===== src/rtl/cmp_minmax_pkg.sv =====
// Shared definitions for the running min/max sequencer.
//   DATA_W          : sample width (4-bit unsigned nibbles)
//   LEN_MAX_DEFAULT : default maximum burst length
//   state_t         : sequencer states
package cmp_minmax_pkg;

    localparam int DATA_W          = 4;
    localparam int LEN_MAX_DEFAULT = 16;

    typedef enum logic [2:0] {
        IDLE    = 3'd0,
        FETCH   = 3'd1,
        CMP_MAX = 3'd2,
        CMP_MIN = 3'd3,
        DONE    = 3'd4
    } state_t;

endpackage


===== src/rtl/cmp_unit_4b.sv =====
// Combinational unsigned magnitude comparator.
// Ports:
//   a, b : operands (DATA_W bits, unsigned)
//   eq   : a == b
//   gt   : a >  b
//   lt   : a <  b
module cmp_unit_4b
    import cmp_minmax_pkg::*;
(
    input  logic [DATA_W-1:0] a,
    input  logic [DATA_W-1:0] b,
    output logic              eq,
    output logic              gt,
    output logic              lt
);

    assign eq = (a == b);
    assign gt = (a >  b);
    assign lt = (a <  b);

endmodule


===== src/rtl/cmp_minmax_seq.sv =====
// Running maximum/minimum (value and first index) over a burst of 4-bit
// samples. One comparator is time-shared between the max job (CMP_MAX) and
// the min job (CMP_MIN).
//
// Handshake: a sample transfers on a rising edge where in_valid and
// in_ready are both high; in_ready is high only in FETCH.
//
// Ports:
//   clk, rst           : clock, synchronous active-high reset
//   start, len         : burst request, sampled only in IDLE
//   in_valid, in_data  : sample stream input
//   in_ready           : sample can be accepted this cycle
//   busy               : high in every state except IDLE
//   done               : one-cycle pulse, results valid
//   err                : one-cycle pulse, start rejected (bad len)
//   max_val, max_idx   : largest sample and its first index
//   min_val, min_idx   : smallest sample and its first index
//
// Build option: define CMP_SKIP_MIN_EN to skip CMP_MIN for a sample that
// just raised the maximum (a new maximum can never be a new minimum once the
// first sample has seeded both).
module cmp_minmax_seq
    import cmp_minmax_pkg::*;
#(
    parameter int LEN_MAX = LEN_MAX_DEFAULT,
    parameter int LEN_W   = 5,
    parameter int IDX_W   = 4
) (
    input  logic              clk,
    input  logic              rst,
    input  logic              start,
    input  logic [LEN_W-1:0]  len,
    input  logic              in_valid,
    input  logic [DATA_W-1:0] in_data,
    output logic              in_ready,
    output logic              busy,
    output logic              done,
    output logic              err,
    output logic [DATA_W-1:0] max_val,
    output logic [IDX_W-1:0]  max_idx,
    output logic [DATA_W-1:0] min_val,
    output logic [IDX_W-1:0]  min_idx
);

    state_t             state;
    state_t             state_next;
    logic [LEN_W-1:0]   len_q;
    logic [IDX_W-1:0]   cnt;
    logic [DATA_W-1:0]  sreg;

    logic [DATA_W-1:0]  cmp_b;
    logic               cmp_eq;
    logic               cmp_gt;
    logic               cmp_lt;

    logic               len_ok;
    logic               first_smp;
    logic               last_smp;
    logic               len_one;
    logic               upd_max;
    logic               upd_min;

    assign len_ok    = (len != '0) && (len <= LEN_W'(LEN_MAX));
    assign first_smp = (cnt == '0);
    assign last_smp  = (LEN_W'(cnt) == (len_q - LEN_W'(1)));
    assign len_one   = (len_q == LEN_W'(1));

    // Equal values never update, so the earliest index of a tie is kept.
    assign upd_max = (state == CMP_MAX) && cmp_gt && !cmp_eq;
    assign upd_min = (state == CMP_MIN) && cmp_lt && !cmp_eq;

    // Comparator operand b follows the active job; a is always the sample.
    always_comb begin
        cmp_b = '0;
        case (state)
            CMP_MAX: cmp_b = max_val;
            CMP_MIN: cmp_b = min_val;
            default: cmp_b = '0;
        endcase
    end

    cmp_unit_4b u_cmp (
        .a  (sreg),
        .b  (cmp_b),
        .eq (cmp_eq),
        .gt (cmp_gt),
        .lt (cmp_lt)
    );

    // State register.
    always_ff @(posedge clk) begin
        if (rst) begin
            state <= IDLE;
        end else begin
            state <= state_next;
        end
    end

    // Next state and Moore outputs.
    always_comb begin
        state_next = state;
        in_ready   = 1'b0;
        busy       = 1'b1;
        done       = 1'b0;
        case (state)
            IDLE: begin
                busy = 1'b0;
                if (start && len_ok) begin
                    state_next = FETCH;
                end
            end
            FETCH: begin
                in_ready = 1'b1;
                if (in_valid) begin
                    if (first_smp) begin
                        state_next = len_one ? DONE : FETCH;
                    end else begin
                        state_next = CMP_MAX;
                    end
                end
            end
            CMP_MAX: begin
`ifdef CMP_SKIP_MIN_EN
                if (upd_max) begin
                    state_next = last_smp ? DONE : FETCH;
                end else begin
                    state_next = CMP_MIN;
                end
`else
                state_next = CMP_MIN;
`endif
            end
            CMP_MIN: begin
                state_next = last_smp ? DONE : FETCH;
            end
            DONE: begin
                done       = 1'b1;
                state_next = IDLE;
            end
            default: begin
                state_next = IDLE;
            end
        endcase
    end

    // Datapath: length, counter, sample and result registers, err pulse.
    always_ff @(posedge clk) begin
        if (rst) begin
            len_q   <= '0;
            cnt     <= '0;
            sreg    <= '0;
            max_val <= '0;
            max_idx <= '0;
            min_val <= '0;
            min_idx <= '0;
            err     <= 1'b0;
        end else begin
            err <= (state == IDLE) && start && !len_ok;
            case (state)
                IDLE: begin
                    if (start && len_ok) begin
                        len_q <= len;
                        cnt   <= '0;
                    end
                end
                FETCH: begin
                    if (in_valid) begin
                        sreg <= in_data;
                        // The first sample seeds both results directly.
                        if (first_smp) begin
                            max_val <= in_data;
                            min_val <= in_data;
                            max_idx <= '0;
                            min_idx <= '0;
                            if (!len_one) begin
                                cnt <= cnt + IDX_W'(1);
                            end
                        end
                    end
                end
                CMP_MAX: begin
                    if (upd_max) begin
                        max_val <= sreg;
                        max_idx <= cnt;
`ifdef CMP_SKIP_MIN_EN
                        if (!last_smp) begin
                            cnt <= cnt + IDX_W'(1);
                        end
`endif
                    end
                end
                CMP_MIN: begin
                    if (upd_min) begin
                        min_val <= sreg;
                        min_idx <= cnt;
                    end
                    if (!last_smp) begin
                        cnt <= cnt + IDX_W'(1);
                    end
                end
                default: begin
                end
            endcase
        end
    end

endmodule


===== config.mk =====
export PLATFORM = sky130hd
export DESIGN_NAME = cmp_minmax_seq
export DESIGN_NICKNAME = d
export VERILOG_FILES = /design/src/rtl/cmp_minmax_pkg.sv /design/src/rtl/cmp_unit_4b.sv /design/src/rtl/cmp_minmax_seq.sv
export SDC_FILE = /design/constraint.sdc
export NUM_CORES = 1
export LEC_CHECK = 0
export ABC_AREA = 1
export BUFFER_PORTS_ARGS = -buffer_cell sky130_fd_sc_hd__buf_2
export CORE_UTILIZATION = 55
export CTS_CLUSTER_DIAMETER = 60
export CTS_CLUSTER_SIZE = 8
export DETAILED_ROUTE_END_ITERATION = 7
export GPL_TIMING_DRIVEN = 0
export PLACE_DENSITY_LB_ADDON = 0.08
export SLEW_MARGIN = 20
export SYNTH_ARGS = -nofsm -noshare
export SYNTH_HDL_FRONTEND = slang
export SYNTH_SLANG_ARGS = --single-unit

===== constraint.sdc =====
create_clock -name clk -period 2.7 [get_ports clk]
set_input_delay 0 -clock clk [delete_from_list [all_inputs] [get_ports clk]]
set_output_delay 0 -clock clk [all_outputs]
set_load 0.02 [all_outputs]

==> flow_summary.yaml <==
layout:
  drive_above_1_share_pct: 18.7
  layout_common_cells: "nand2_1 (71), a21oi_1 (39), buf_2 (32), dfxtp_1 (32), inv_1 (27)"
  antennaDiodeCount: 0
  fillers: 278
  syn2layout_area_growth_pct: 21.7
  final_common_cell: "nand2_1"
  regArea_sq_um: 662
  multi_input_area_sq_mm: 0.00104
  nNetsFinal: 346
floorplanning:
  num_rows: 20
  die_height_um: 59.9
  boundaryPins: 33
  start_util_pct: 59.3
  coreArea_sq_mm: 0.00310
  design.die.area_sq_mm: 0.00358
  fp.dieW_um: 59.9
clocking:
  cts_num_sinks: 33
  cts_buffer_depth: 2
  h-tree-depth: 2
  cts_root_buffer: "clkbuf_4"
  cts_tree: "built"
  clkLatencyLatePin_ps: 340
  clk_pin_slew_ps: 120
  numCtsBuffers: 5
place:
  io_buffers: 31
  dp_slack_ps: 148
  dpl.hpwl_mm: 3.14
  place.gp.congestion: 0.845
drt:
  via_per_inst: 5.08
  detail_route.wl_per_cell_um: 11.7
  drt-pass1-iter-count: 4
  first_iter_violations: 123
  vias: 1881
  drcViolationCount: 0
  ant_nets: 0
  wirelength_mm: 4.32
sta:
  fmax_mhz: 409
  fin_crit_ps: 2450
  slew_headroom_pct: 66.0
  fin_skew_ps: 8.74
  grt_setup_unrepaired: "false"
  finalHoldViolCount: 0
  tns_ps: 0
  final.setup.worst_slack_ps: 254
  period_share_pct: 90.6
  finalMaxSlewViolations: 0
  setup_violations: 0
  worst_slew_pin_slew_ps: 510
power_and_ir_drop:
  vdd_drop_max_v: 0.000446
  powerDensity_mw_per_mm2: 645
  total_power_mw: 1.44
  cellLeakagePower_nw: 1.03
setup_path:
  cp.required_ps: 2940
  r2r-start: "state[2]"
  worstSetupStartpointType: "flop"
  reg2reg_setup_slack_ps: 250
  regToRegEndpoint: "min_idx[3]"
  path_class: "reg -> reg"
  arrival_ps: 2680
  startpoint: "state[2]"
  endpoint_kind: "flop"
  reg2reg_depth: 15
  worst-path-max-fanout: 10
flow_run:
  cap_violations: 0
worst_hold_path:
  hp-start: "start"
  worstHoldEndpoint: "err"
  hold_path.class: "in -> reg"
  holdPathStages: 4
run_status:
  status: "complete, no violations"
global_route:
  antenna_found_initial: 0
  grt_max_degree: 13
  grt_pass1_vias: 1647
  track_usage_pct: 26.6
  grt_remaining_overflow: 0
  grt_pass1_wl_mm: 7.12
synth:
  yosysTopAreaCellShare_pct: 35.9
  synth_top_cell_by_area: "dfxtp_1"
  synth_cell_types: 24
  ys_top_cells_by_area: "dfxtp_1 (36%), nand2_1 (15%), a21oi_1 (11%), inv_1 (5.5%), ha_1 (5.4%)"
  syn_nets: 296
  ys_ff_latch: 33
  seq_area_frac_synth_pct: 35.9
  postSynthCellCount: 275
  syn_avg_cell_area_sq_um: 6.69
  yosysWarnings: 0
  synthesis.area_sq_mm: 0.00184
==> cells by family after synthesis <==
kind of cell / count (synthesis) / share of synthesized area, %
compound gates: 63 / 17.5
fa+ha+maj: 8 / 5.44
simple gates: 135 / 33.3
buf+inv: 36 / 7.82
flops: 33 / 35.9
==> critical path, cell delays in order (launching register included) <==
cell and delay, ps:
dfxtp_2 360, inv_2 90, nand2_4 90, inv_1 120, nand2_2 130, inv_2 210
a22oi_1 110, ha_1 310, inv_1 60, nor2_1 30, o21ai_0 190, nand3_1 170
nand2_4 150, nand2_4 100, a21oi_1 150, nor3_1 60
==> where the power goes <==
part           internal [mW]  leakage (nW)  switching, mW  total, mW
clock network          0.101        0.0234          0.191      0.291
registers              0.551         0.270         0.0605      0.612
logic                  0.193         0.738          0.348      0.541
==> sequential cells by signal, summed over array words and instances, names as in the netlist <==
name,cells
max_idx,4
err,1
max_val,4
min_idx,4
state,3
min_val,4
len_q,5
sreg,4
cnt,4
==> what timing repair did <==
item | in CTS | in global routing
hold buffers | 12 | 0
gates resized for setup | 0 | 3
buffers inserted | 0 | 0
endpoints found under the hold margin | 13 | 0
setup endpoints to repair | 0 | 9
==> cell type report <==
type                       instances  share of cell area [%]
timing repair buffer              43                    12.3
sequential                        33                    29.6
multi-input combinational        206                    46.6
clock buffer                       5                    1.68
tap                               44                    2.46
buffer                             4                    1.06
inverter                          32                    5.36
clock inverter                     3                    1.01
==> layer usage <==
| metal | vias to the layer above | routed length [um] | global-route usage (%) |
|---|---|---|---|
| met4 | 0 | 59 | 11.0 |
| li1 | 1005 | - | - |
| met1 | 834 | 2200 | 37.2 |
| met5 | - | 0 | 0 |
| met2 | 35 | 1890 | 40.2 |
| met3 | 7 | 168 | 4.55 |
==> synth_stat cells, drive strengths merged <==
master	count
nand2	78
a21oi	39
dfxtp	33
inv	32
nor2	24
nand3	22
o21ai	21
ha	8
nor3	6
a22oi	3
nand4	3
buf	2
clkbuf	2
nand3b	1
or2	1
==> through the flow <==
step | hold WS [ps] | cell area (sq um) | std cells | utilization, %
2_1_floorplan | 145 | 1840 | 275 | -
3_5_place_dp | 276 | 2050 | 350 | 66.1
6_report | 463 | 2240 | 370 | 72.2
4_1_cts | 450 | 2230 | 370 | 71.9
3_3_place_gp | 273 | 2050 | 350 | 66.1
5_1_grt | 480 | 2240 | 370 | 72.2
==> worst max path at each step <==
stage / endpoint / slack, ps
4_1_cts: min_idx[3] / 120
3_5_place_dp: min_idx[3] / 150
2_1_floorplan: min_idx[0] / 570
6_report: min_idx[3] / 250
3_3_place_gp: min_idx[1] / 190
5_1_grt: max_val[0] / 20
(Power assumes the default switching activity.)
